File: src/rtl/bp_me_lce_mask_to_cord.sv
// rtl/bp_me_lce_mask_to_cord.sv - walks an LCE destination mask and emits the mesh cord of every set LCE
package bp_me_lce_mask_to_cord_pkg;
  typedef enum logic [1:0] {e_cce_fsm, e_cce_ucode, e_cce_uce} bp_cce_type_e;

  typedef struct packed {
    bp_cce_type_e cce_type;
    int unsigned  sac_x_dim;
    int unsigned  cc_x_dim;
    int unsigned  cc_y_dim;
    int unsigned  ic_y_dim;
    int unsigned  num_cacc;
    int unsigned  num_l2e;
    int unsigned  num_sacc;
    int unsigned  num_io;
    int unsigned  x_cord_width;
    int unsigned  y_cord_width;
  } bp_proc_param_s;

  localparam bp_proc_param_s e_bp_default_cfg = '{
    cce_type: e_cce_fsm, sac_x_dim: 0, cc_x_dim: 2, cc_y_dim: 2, ic_y_dim: 1,
    num_cacc: 0, num_l2e: 2, num_sacc: 0, num_io: 2, x_cord_width: 4, y_cord_width: 4
  };
endpackage

module bp_me_lce_mask_to_cord
  import bp_me_lce_mask_to_cord_pkg::*;
  #(parameter bp_proc_param_s bp_params_p = e_bp_default_cfg
    , localparam int sac_x_dim_p            = int'(bp_params_p.sac_x_dim)
    , localparam int cc_x_dim_p             = int'(bp_params_p.cc_x_dim)
    , localparam int cc_y_dim_p             = int'(bp_params_p.cc_y_dim)
    , localparam int ic_y_dim_p             = int'(bp_params_p.ic_y_dim)
    , localparam int num_cacc_p             = int'(bp_params_p.num_cacc)
    , localparam int num_l2e_p              = int'(bp_params_p.num_l2e)
    , localparam int num_sacc_p             = int'(bp_params_p.num_sacc)
    , localparam int num_io_p               = int'(bp_params_p.num_io)
    , localparam int num_core_p             = cc_x_dim_p * cc_y_dim_p
    , localparam int num_lce_p              = 2*num_core_p + num_cacc_p + num_l2e_p + num_sacc_p + num_io_p
    , localparam int lce_id_width_p         = (num_lce_p > 1) ? $clog2(num_lce_p) : 1
    , localparam int coh_noc_x_cord_width_p = int'(bp_params_p.x_cord_width)
    , localparam int coh_noc_y_cord_width_p = int'(bp_params_p.y_cord_width)
    , localparam int coh_noc_cord_width_p   = coh_noc_x_cord_width_p + coh_noc_y_cord_width_p
    )
   (input  logic                            clk_i
    , input  logic                          reset_i
    , input  logic [num_lce_p-1:0]          lce_mask_i
    , input  logic                          v_i
    , output logic                          ready_and_o
    , output logic [coh_noc_cord_width_p-1:0] cord_o
    , output logic [lce_id_width_p-1:0]     lce_id_o
    , output logic                          last_o
    , output logic                          v_o
    , input  logic                          ready_and_i
    , output logic                          done_o
    );

  if (bp_params_p.cce_type == e_cce_uce) begin : g_uce_unsupported
    $error("bp_me_lce_mask_to_cord cannot be used in a UCE configuration");
  end

  localparam int id_ext_w_lp = lce_id_width_p + 1;
  typedef logic [id_ext_w_lp-1:0]            id_ext_t;
  typedef logic [lce_id_width_p-1:0]         id_t;
  typedef logic [coh_noc_x_cord_width_p-1:0] x_t;
  typedef logic [coh_noc_y_cord_width_p-1:0] y_t;

  typedef enum logic [1:0] {e_ready, e_scan, e_done} state_e;
  typedef enum logic [2:0] {e_rg_core, e_rg_cacc, e_rg_l2e, e_rg_sacc, e_rg_io} region_e;

  localparam id_ext_t cacc_base_lp = id_ext_t'(2*num_core_p);
  localparam id_ext_t l2e_base_lp  = id_ext_t'(2*num_core_p + num_cacc_p);
  localparam id_ext_t sacc_base_lp = id_ext_t'(2*num_core_p + num_cacc_p + num_l2e_p);
  localparam id_ext_t io_base_lp   = id_ext_t'(2*num_core_p + num_cacc_p + num_l2e_p + num_sacc_p);
  localparam id_t     last_idx_lp  = id_t'(num_lce_p - 1);
  localparam x_t      core_x_max_lp = x_t'(sac_x_dim_p + cc_x_dim_p - 1);

  // Empty regions collapse to zero-width id ranges and are skipped naturally.
  function automatic region_e region_of(id_ext_t id);
    if (id < cacc_base_lp)      return e_rg_core;
    else if (id < l2e_base_lp)  return e_rg_cacc;
    else if (id < sacc_base_lp) return e_rg_l2e;
    else if (id < io_base_lp)   return e_rg_sacc;
    else                        return e_rg_io;
  endfunction

  function automatic x_t region_x0(region_e rg);
    case (rg)
      e_rg_cacc: return x_t'(sac_x_dim_p + cc_x_dim_p);
      e_rg_sacc: return '0;
      default:   return x_t'(sac_x_dim_p);
    endcase
  endfunction

  function automatic y_t region_y0(region_e rg);
    case (rg)
      e_rg_l2e: return y_t'(ic_y_dim_p + cc_y_dim_p);
      e_rg_io:  return '0;
      default:  return y_t'(ic_y_dim_p);
    endcase
  endfunction

  state_e               state_r, state_n;
  logic [num_lce_p-1:0] mask_r, mask_n;
  id_t                  idx_r, idx_n;
  x_t                   x_r, x_n;
  y_t                   y_r, y_n;

  id_ext_t              idx_ext, idx_nxt_ext;
  region_e              rg_cur, rg_nxt;
  logic [num_lce_p-1:0] mask_above;

  assign idx_ext     = {1'b0, idx_r};
  assign idx_nxt_ext = idx_ext + id_ext_t'(1);
  assign rg_cur      = region_of(idx_ext);
  assign rg_nxt      = region_of(idx_nxt_ext);
  assign mask_above  = mask_r >> idx_nxt_ext;

  assign ready_and_o = (state_r == e_ready);
  assign done_o      = (state_r == e_done);
  assign v_o         = (state_r == e_scan) & mask_r[idx_r];
  assign last_o      = v_o & ~(|mask_above);
  assign lce_id_o    = idx_r;
  assign cord_o      = {y_r, x_r};

  always_comb begin
    state_n = state_r;
    mask_n  = mask_r;
    idx_n   = idx_r;
    x_n     = x_r;
    y_n     = y_r;
    case (state_r)
      e_ready: if (v_i) begin
        state_n = e_scan;
        mask_n  = lce_mask_i;
        idx_n   = '0;
        x_n     = region_x0(region_of('0));
        y_n     = region_y0(region_of('0));
      end
      e_scan: if (~mask_r[idx_r] | ready_and_i) begin
        if (idx_r == last_idx_lp) begin
          state_n = e_done;
        end else begin
          idx_n = idx_nxt_ext[lce_id_width_p-1:0];
          if (rg_nxt != rg_cur) begin
            x_n = region_x0(rg_nxt);
            y_n = region_y0(rg_nxt);
          end else begin
            case (rg_cur)
              // Two LCEs per core: the tile moves only when leaving an odd id.
              e_rg_core: if (idx_r[0]) begin
                if (x_r == core_x_max_lp) begin
                  x_n = x_t'(sac_x_dim_p);
                  y_n = y_r + y_t'(1);
                end else begin
                  x_n = x_r + x_t'(1);
                end
              end
              e_rg_cacc, e_rg_sacc: y_n = y_r + y_t'(1);
              default:              x_n = x_r + x_t'(1);
            endcase
          end
        end
      end
      e_done:  state_n = e_ready;
      default: state_n = e_ready;
    endcase
  end

  always_ff @(posedge clk_i or posedge reset_i) begin
    if (reset_i) begin
      state_r <= e_ready;
      mask_r  <= '0;
      idx_r   <= '0;
      x_r     <= '0;
      y_r     <= '0;
    end else begin
      state_r <= state_n;
      mask_r  <= mask_n;
      idx_r   <= idx_n;
      x_r     <= x_n;
      y_r     <= y_n;
    end
  end

endmodule

File: config.mk
export PLATFORM = sky130hd
export DESIGN_NAME = bp_me_lce_mask_to_cord
export DESIGN_NICKNAME = d
export VERILOG_FILES = /design/src/rtl/bp_me_lce_mask_to_cord.sv
export SDC_FILE = /design/constraint.sdc
export NUM_CORES = 1
export LEC_CHECK = 0
export ABC_AREA = 0
export ABC_CLOCK_PERIOD_IN_PS = 2150
export CORE_ASPECT_RATIO = 0.75
export CORE_MARGIN = 1.5
export CORE_UTILIZATION = 35
export CTS_CLUSTER_SIZE = 20
export DETAILED_ROUTE_END_ITERATION = 10
export SLEW_MARGIN = 20
export SYNTH_ARGS = -nofsm -noshare
export SYNTH_HDL_FRONTEND = slang
export SYNTH_SLANG_ARGS = --single-unit
File: constraint.sdc
create_clock -name clk_i -period 2.15 [get_ports clk_i]
set_input_delay 0.215 -clock clk_i [delete_from_list [all_inputs] [get_ports clk_i]]
set_output_delay 0.215 -clock clk_i [all_outputs]
set_load 0.05 [all_outputs]
==> results of run 1 <==
final timing paths:
kind                            slack (ns)                       to  cells after the start
worst max-delay path                 -0.03                   last_o                      7
worst min register to register        0.53    mask_r[0]$_DFFE_PP0P_                      1
min in group clk_i                    0.53    mask_r[0]$_DFFE_PP0P_                      1
max in group asynchronous             1.59  lce_id_o[1]$_DFFE_PP0P_                      3
worst min-delay path                  0.29       y_r[3]$_DFFE_PP0P_                      3
worst max register to register       -0.03       x_r[3]$_DFFE_PP0P_                      8
cell usage in the layout, fill, tap and decap left out, drive strengths merged, types with 4 or more instances in the layout:
| cell type | n |
|---|---|
| a21oi | 7 |
| buf | 21 |
| clkbuf | 4 |
| clkdlybuf4s50 | 29 |
| dfrtp | 26 |
| ha | 4 |
| inv | 10 |
| mux2 | 14 |
| mux2i | 4 |
| nand2 | 7 |
| nand2b | 5 |
| nor2 | 13 |
| nor2b | 5 |
| nor3 | 4 |
| o21a | 4 |
| o21ai | 12 |
cells by family (layout without fill, tap and decap cells):
logic type / count (synthesis) / in the layout / synth area share, %
buffers and inverters: 17 / 64 / 5.10
AO/OA/AOI/OAI: 44 / 44 / 19.6
multiplexers: 18 / 18 / 12.0
adder cells (fa/ha/maj): 4 / 4 / 3.04
flip-flops: 26 / 26 / 39.6
AND/OR/NAND/NOR: 57 / 57 / 20.6
power by group through the flow:
stage	Combinational, uW	Sequential, uW	Clock [uW]
2_1_floorplan	1620	1260	0
3_3_place_gp	2520	1050	0
3_5_place_dp	2570	1070	0
4_1_cts	2820	1020	332
5_1_grt	3120	1080	359
6_report	2900	1040	323
worst register-to-register path: cells and delay by family, from the launching register on:
kind | cells | cell delay, ns
and+or+nand+nor | 3 | 0.72
AOI/OAI and AO/OA | 2 | 0.39
buffers and inverters | 3 | 0.48
DFF | 1 | 0.49
area by class of cell:
cell class	instances	area [um2]
clock buffer	4	55.1
fill	408	2200
inverter	10	37.5
multi-input combinational	123	992
sequential	26	656
tap	57	71.3
timing repair buffer	50	480
metrics by stage:
| step | hold slack [ns] | power (uW) | util (%) | cells | TNS, ns |
|---|---|---|---|---|---|
| 6_report | 0.288 | 4250 | 51.0 | 270 | -0.0745 |
| 5_1_grt | 0.337 | 4560 | 51.0 | 270 | -0.712 |
| 4_1_cts | 0.295 | 4180 | 50.5 | 270 | -0.111 |
| 3_5_place_dp | 0.518 | 3640 | 47.4 | 257 | -0.0209 |
| 3_3_place_gp | 0.527 | 3570 | 47.4 | 257 | 0 |
| 2_1_floorplan | 0.255 | 2890 | - | 166 | -0.0648 |
per-layer routing:
metal | routed length (um) | track usage (%)
met2 | 1970 | 28.4
met1 | 1920 | 25.2
met3 | 191 | 3.24
met4 | 28 | 4.24
met5 | 0 | 0
sequential cells by signal, summed over array words and instances, names as in the netlist:
signal    flops
y_r           4
mask_r       12
x_r           4
state_r       2
lce_id_o      4
what timing repair did:
item	in CTS	in global routing
buffers inserted	9	0
gates resized for setup	3	5
pin swaps	6	6
endpoints found under the hold margin	0	0
gates cloned	0	0
setup endpoints to repair	3	9
==> metrics.cfg, run 1 <==
[timing]
timing.final.ws_setup_ns=-0.0268
finalWorstPathRequiredPeriod_ns=2.18
worst_pin_slew_ns=0.799
setup_violations=3
rsz0062_at_grt=yes
drv_slew=0
hold_viol=0
fin_crit_sh_pct=101
finClkSkew_ns=0.00465
fmax_mhz=459
relSlewSlack_pct=46.6

[grt]
grt_pass1_vias=1530
grt_usage_pct=17.9
grt_pass1_wl_um=7210
grt_start_max_net_pins=27
antenna_found_initial=0
overflow=0

[critical_path]
slowest_delay_ns=0.45
path_cells=buf_6 -> mux2i_1 -> a22o_1 -> o31a_1 -> nor2_4 -> o21a_4 -> buf_12
setup.worst_path.start=lce_id_o[0]$_DFFE_PP0P_
critPathMaxFanout=4
path_buf_inv=2
critical_path_arrival_ns=1.96
worstSetupPathType=flop to output port
end_kind=output port
slowest_stage=dfrtp_2
reg2reg_from=lce_id_o[1]$_DFFE_PP0P_
crit_family=compound AO/OA/AOI/OAI gates
critPathLaunchType=flop
cp.required_ns=1.93

[final_layout]
design_area_um2=2290
fin_nets=234
drive_above_1_share_pct=29.6
antennaDiodeCount=0
syn_to_final_growth_pct=39.4

[run_status]
failed_checks=negative setup slack
run_status=finished, violations left

[die]
die_x_um=82.1
num_io_pins=32
die_y_um=62.4
core_um2=4490
dieArea_um2=5120
rows=21
initial_core_util_pct=36.6

[synthesis]
synth_most_common_cell=dfrtp_1
synth.net_count=186
synth.avg_cell_area_um2=9.90
synth_top_area_share_pct=39.6
ys_top_cells_by_count=26 x dfrtp_1, 14 x mux2_2, 13 x nor2_1
synth_top_cell_by_area=dfrtp_1
synth_seq_cells=26
yosysUniqueCellTypes=50
yosysSeqAreaShare_pct=39.6
syn_inst=166
ys_warn_count=0
synth_flop_cell=dfrtp_1
synthArstFlopShare_pct=100
synth_area_um2=1640
synth_edf_count=0
netlist_top_cells_area=dfrtp_1 40%, mux2_2 9.6%, ha_1 3.0%, o21ai_0 3.0%, nor2_1 3.0%

[placed_design]
gp_congestion=0.873
place_area_um2=2130
portBuffers=31
dp.final_hpwl_um=2960
pre_cts_slack_ns=-0.0209

[route]
drc_errors=0
wl_per_cell_um=15.2
drtIter0Drc=107
drtAntennaViolNets=0
first_pass_iters=4
vias_per_cell=5.43
drt-total-wl_um=4110
num_vias=1466

[power_and_ir_drop]
pwr-share-seq_pct=24.3
cellPowerDensity_nw_per_um2=1860
power.leakage_uw=0.000939
p_comb_share_pct=68.1
clockPowerShare_pct=7.6
p_sw_share_pct=47.6
vdd_drop_max_v=0.000798
internal_power_uw=2230
switching_power_uw=2020

[clock_network]
root_buffer=clkbuf_8
cts_buffers=3
cts_buffer_depth=2
clk_latency_ns=0.27
cts.sinks=26
hold_buffers=0
htreeDepth=1
cts_tree=done
path_clk_slew_ns=0.09

[min_path]
hold_path_class=input port to asynchronous set/reset pin

[run]
maxCapViolCount=0

(Power assumes the default switching activity.)
==> run 2, diff against run 1 <==
==> constraint.sdc (replaced) <==
create_clock -name clk_i -period 2.15 [get_ports clk_i]
set_input_delay 0.215 -clock clk_i [delete_from_list [all_inputs] [get_ports clk_i]]
set_output_delay 0.215 -clock clk_i [all_outputs]
set_load 0.01 [all_outputs]
==> run 2 against run 1 <==
Against the previous run: the flow still finishes with violations (negative setup slack); register-to-register slack worse by 0.12 ns; routed wire length up 13%; clock-buffer cell count unchanged; design area up 11%; non-clock buffer count increased by 27; combinational power increased by 6%; hold slack worse by 0.0019 ns; core utilization rose by 5.4 points; cell count grew 10%; critical endpoint is now x_r[3]$_DFFE_PP0P_; largest cell class unchanged; largest power group unchanged.
==> metrics.cfg, run 2 (synthesis gave the netlist of run 1 again) <==
[timing]
drv_slew=0
fmax_mhz=436
rsz0062_at_grt=yes
fin_crit_sh_pct=107
finalWorstPathRequiredPeriod_ns=2.29
timing.final.ws_setup_ns=-0.145
hold_viol=0
setup_violations=8
finClkSkew_ns=0.00763
relSlewSlack_pct=64.6
worst_pin_slew_ns=0.531
setup_tns_ns=-0.614

[final_layout]
final_common_cell=buf_4
syn_to_final_growth_pct=54.1
multi_input_area_um2=1040
num-fill-cells=372
regMostFlops=mask_r
regArea_um2=654
largest_register_ffs=12
design_area_um2=2530
finalNonFillerCells=297
antennaDiodeCount=0
final_cell_mix=36 x buf_4, 29 x clkdlybuf4s50_1, 23 x dfrtp_1
drive_above_1_share_pct=39.6
fin_nets=261

[critical_path]
critPathLaunchType=flop
end_kind=flop
worstSetupPathType=flop to flop
r2r_setup_slack_ns=-0.14
critPathMaxFanout=6
critical_path_arrival_ns=2.46
cp.required_ns=2.31

[die]
core_um2=4490
dieArea_um2=5120
die_x_um=82.1
die_y_um=62.4
num_io_pins=32
initial_core_util_pct=36.6
rows=21

[clock_network]
htreeDepth=1
hold_buffers=0
clk_latency_ns=0.28
path_clk_slew_ns=0.10
cts_buffers=3
cts.sinks=26
root_buffer=clkbuf_8
cts_buffer_depth=2
cts_tree=done

[route]
drtIter0Drc=114
drt-total-wl_um=4660
drc_errors=0
first_pass_iters=5
wl_met3_um=264
vias_per_cell=5.33
top_layer=met4
wl_met1_um=2180
wl_met2_um=2180
wl_per_cell_um=15.7
num_vias=1584
drtAntennaViolNets=0

[placed_design]
portBuffers=31
place_area_um2=2210
gp_congestion=0.891
placedCellCount=276
dp.final_hpwl_um=3140

[grt]
grt_pass1_vias=1647
overflow=0
grt_pass1_wl_um=7910
grt_usage_pct=19.9
grt_start_max_net_pins=27
antenna_found_initial=0

[min_path]
hold_path_class=input port to asynchronous set/reset pin

[power_and_ir_drop]
vdd_drop_max_v=0.000675
cellPowerDensity_nw_per_um2=1730
power.leakage_uw=0.00109

[run]
maxCapViolCount=0

[run_status]
run_status=finished, violations left
failed_checks=negative setup slack

-- run 2: cell types whose count changed in the layout (fill, tap and decap cells not counted), sizes merged --
cell    before  now
buf         21   47
clkbuf       4    5
-- run 2: where the power goes --
part           internal, uW  switching [uW]
combinational          1700            1370
clock                   164             163
sequential              721             274
-- run 2: worst paths after layout --
kind                                           end  cells after the start                    start
setup / recovery                x_r[3]$_DFFE_PP0P_                     10  lce_id_o[0]$_DFFE_PP0P_
hold / removal               mask_r[7]$_DFFE_PP0P_                      3                  reset_i
setup reg to reg                x_r[3]$_DFFE_PP0P_                     10  lce_id_o[0]$_DFFE_PP0P_
hold reg to reg              mask_r[0]$_DFFE_PP0P_                      1    mask_r[0]$_DFFE_PP0P_
max in group asynchronous  lce_id_o[1]$_DFFE_PP0P_                      3                  reset_i
min in group clk_i           mask_r[0]$_DFFE_PP0P_                      1    mask_r[0]$_DFFE_PP0P_
-- run 2: cell type report --
class                           instances  area share, %
Clock buffer                            4           2.17
Inverter                               10           1.48
Multi-Input combinational cell        123           40.9
Sequential cell                        26           25.8
Tap cell                               57           2.81
Timing Repair Buffer                   77           26.8
-- run 2: what timing repair did --
| item | CTS | global route |
|---|---|---|
| pin swaps | 13 | 8 |
| endpoints found under the setup margin | 9 | 10 |
| resized for setup | 30 | 15 |
| cloned | 1 | 0 |
| buffers inserted | 14 | 2 |
-- run 2: worst max-delay path, stage by stage, from the launching register on --
cell and delay (ns):
dfrtp_2 0.45, buf_6 0.13, buf_6 0.11, ha_4 0.21
or3b_4 0.38, a21oi_2 0.15, o21a_1 0.17, nand2b_4 0.18
buf_6 0.11, nor4b_2 0.04, a211o_1 0.27
-- run 2: through the flow --
stage	worst slack, ns	util [%]	total power, uW	hold WS, ns
final	-0.145	56.4	4390	0.286
after global routing	-0.197	56.4	4710	0.339
after CTS	-0.136	55.4	4200	0.299
after detailed placement	-0.216	49.2	3300	0.507
after global placement	-0.110	49.2	3240	0.514
after floorplan	0.00634	-	2340	0.255
-- run 2: routing by layer --
| layer | up-vias | track usage (%) |
|---|---|---|
| met4 | 0 | 5.30 |
| met2 | 55 | 30.0 |
| li1 | 759 | - |
| met1 | 766 | 28.3 |
| met5 | - | 0 |
| met3 | 4 | 4.85 |
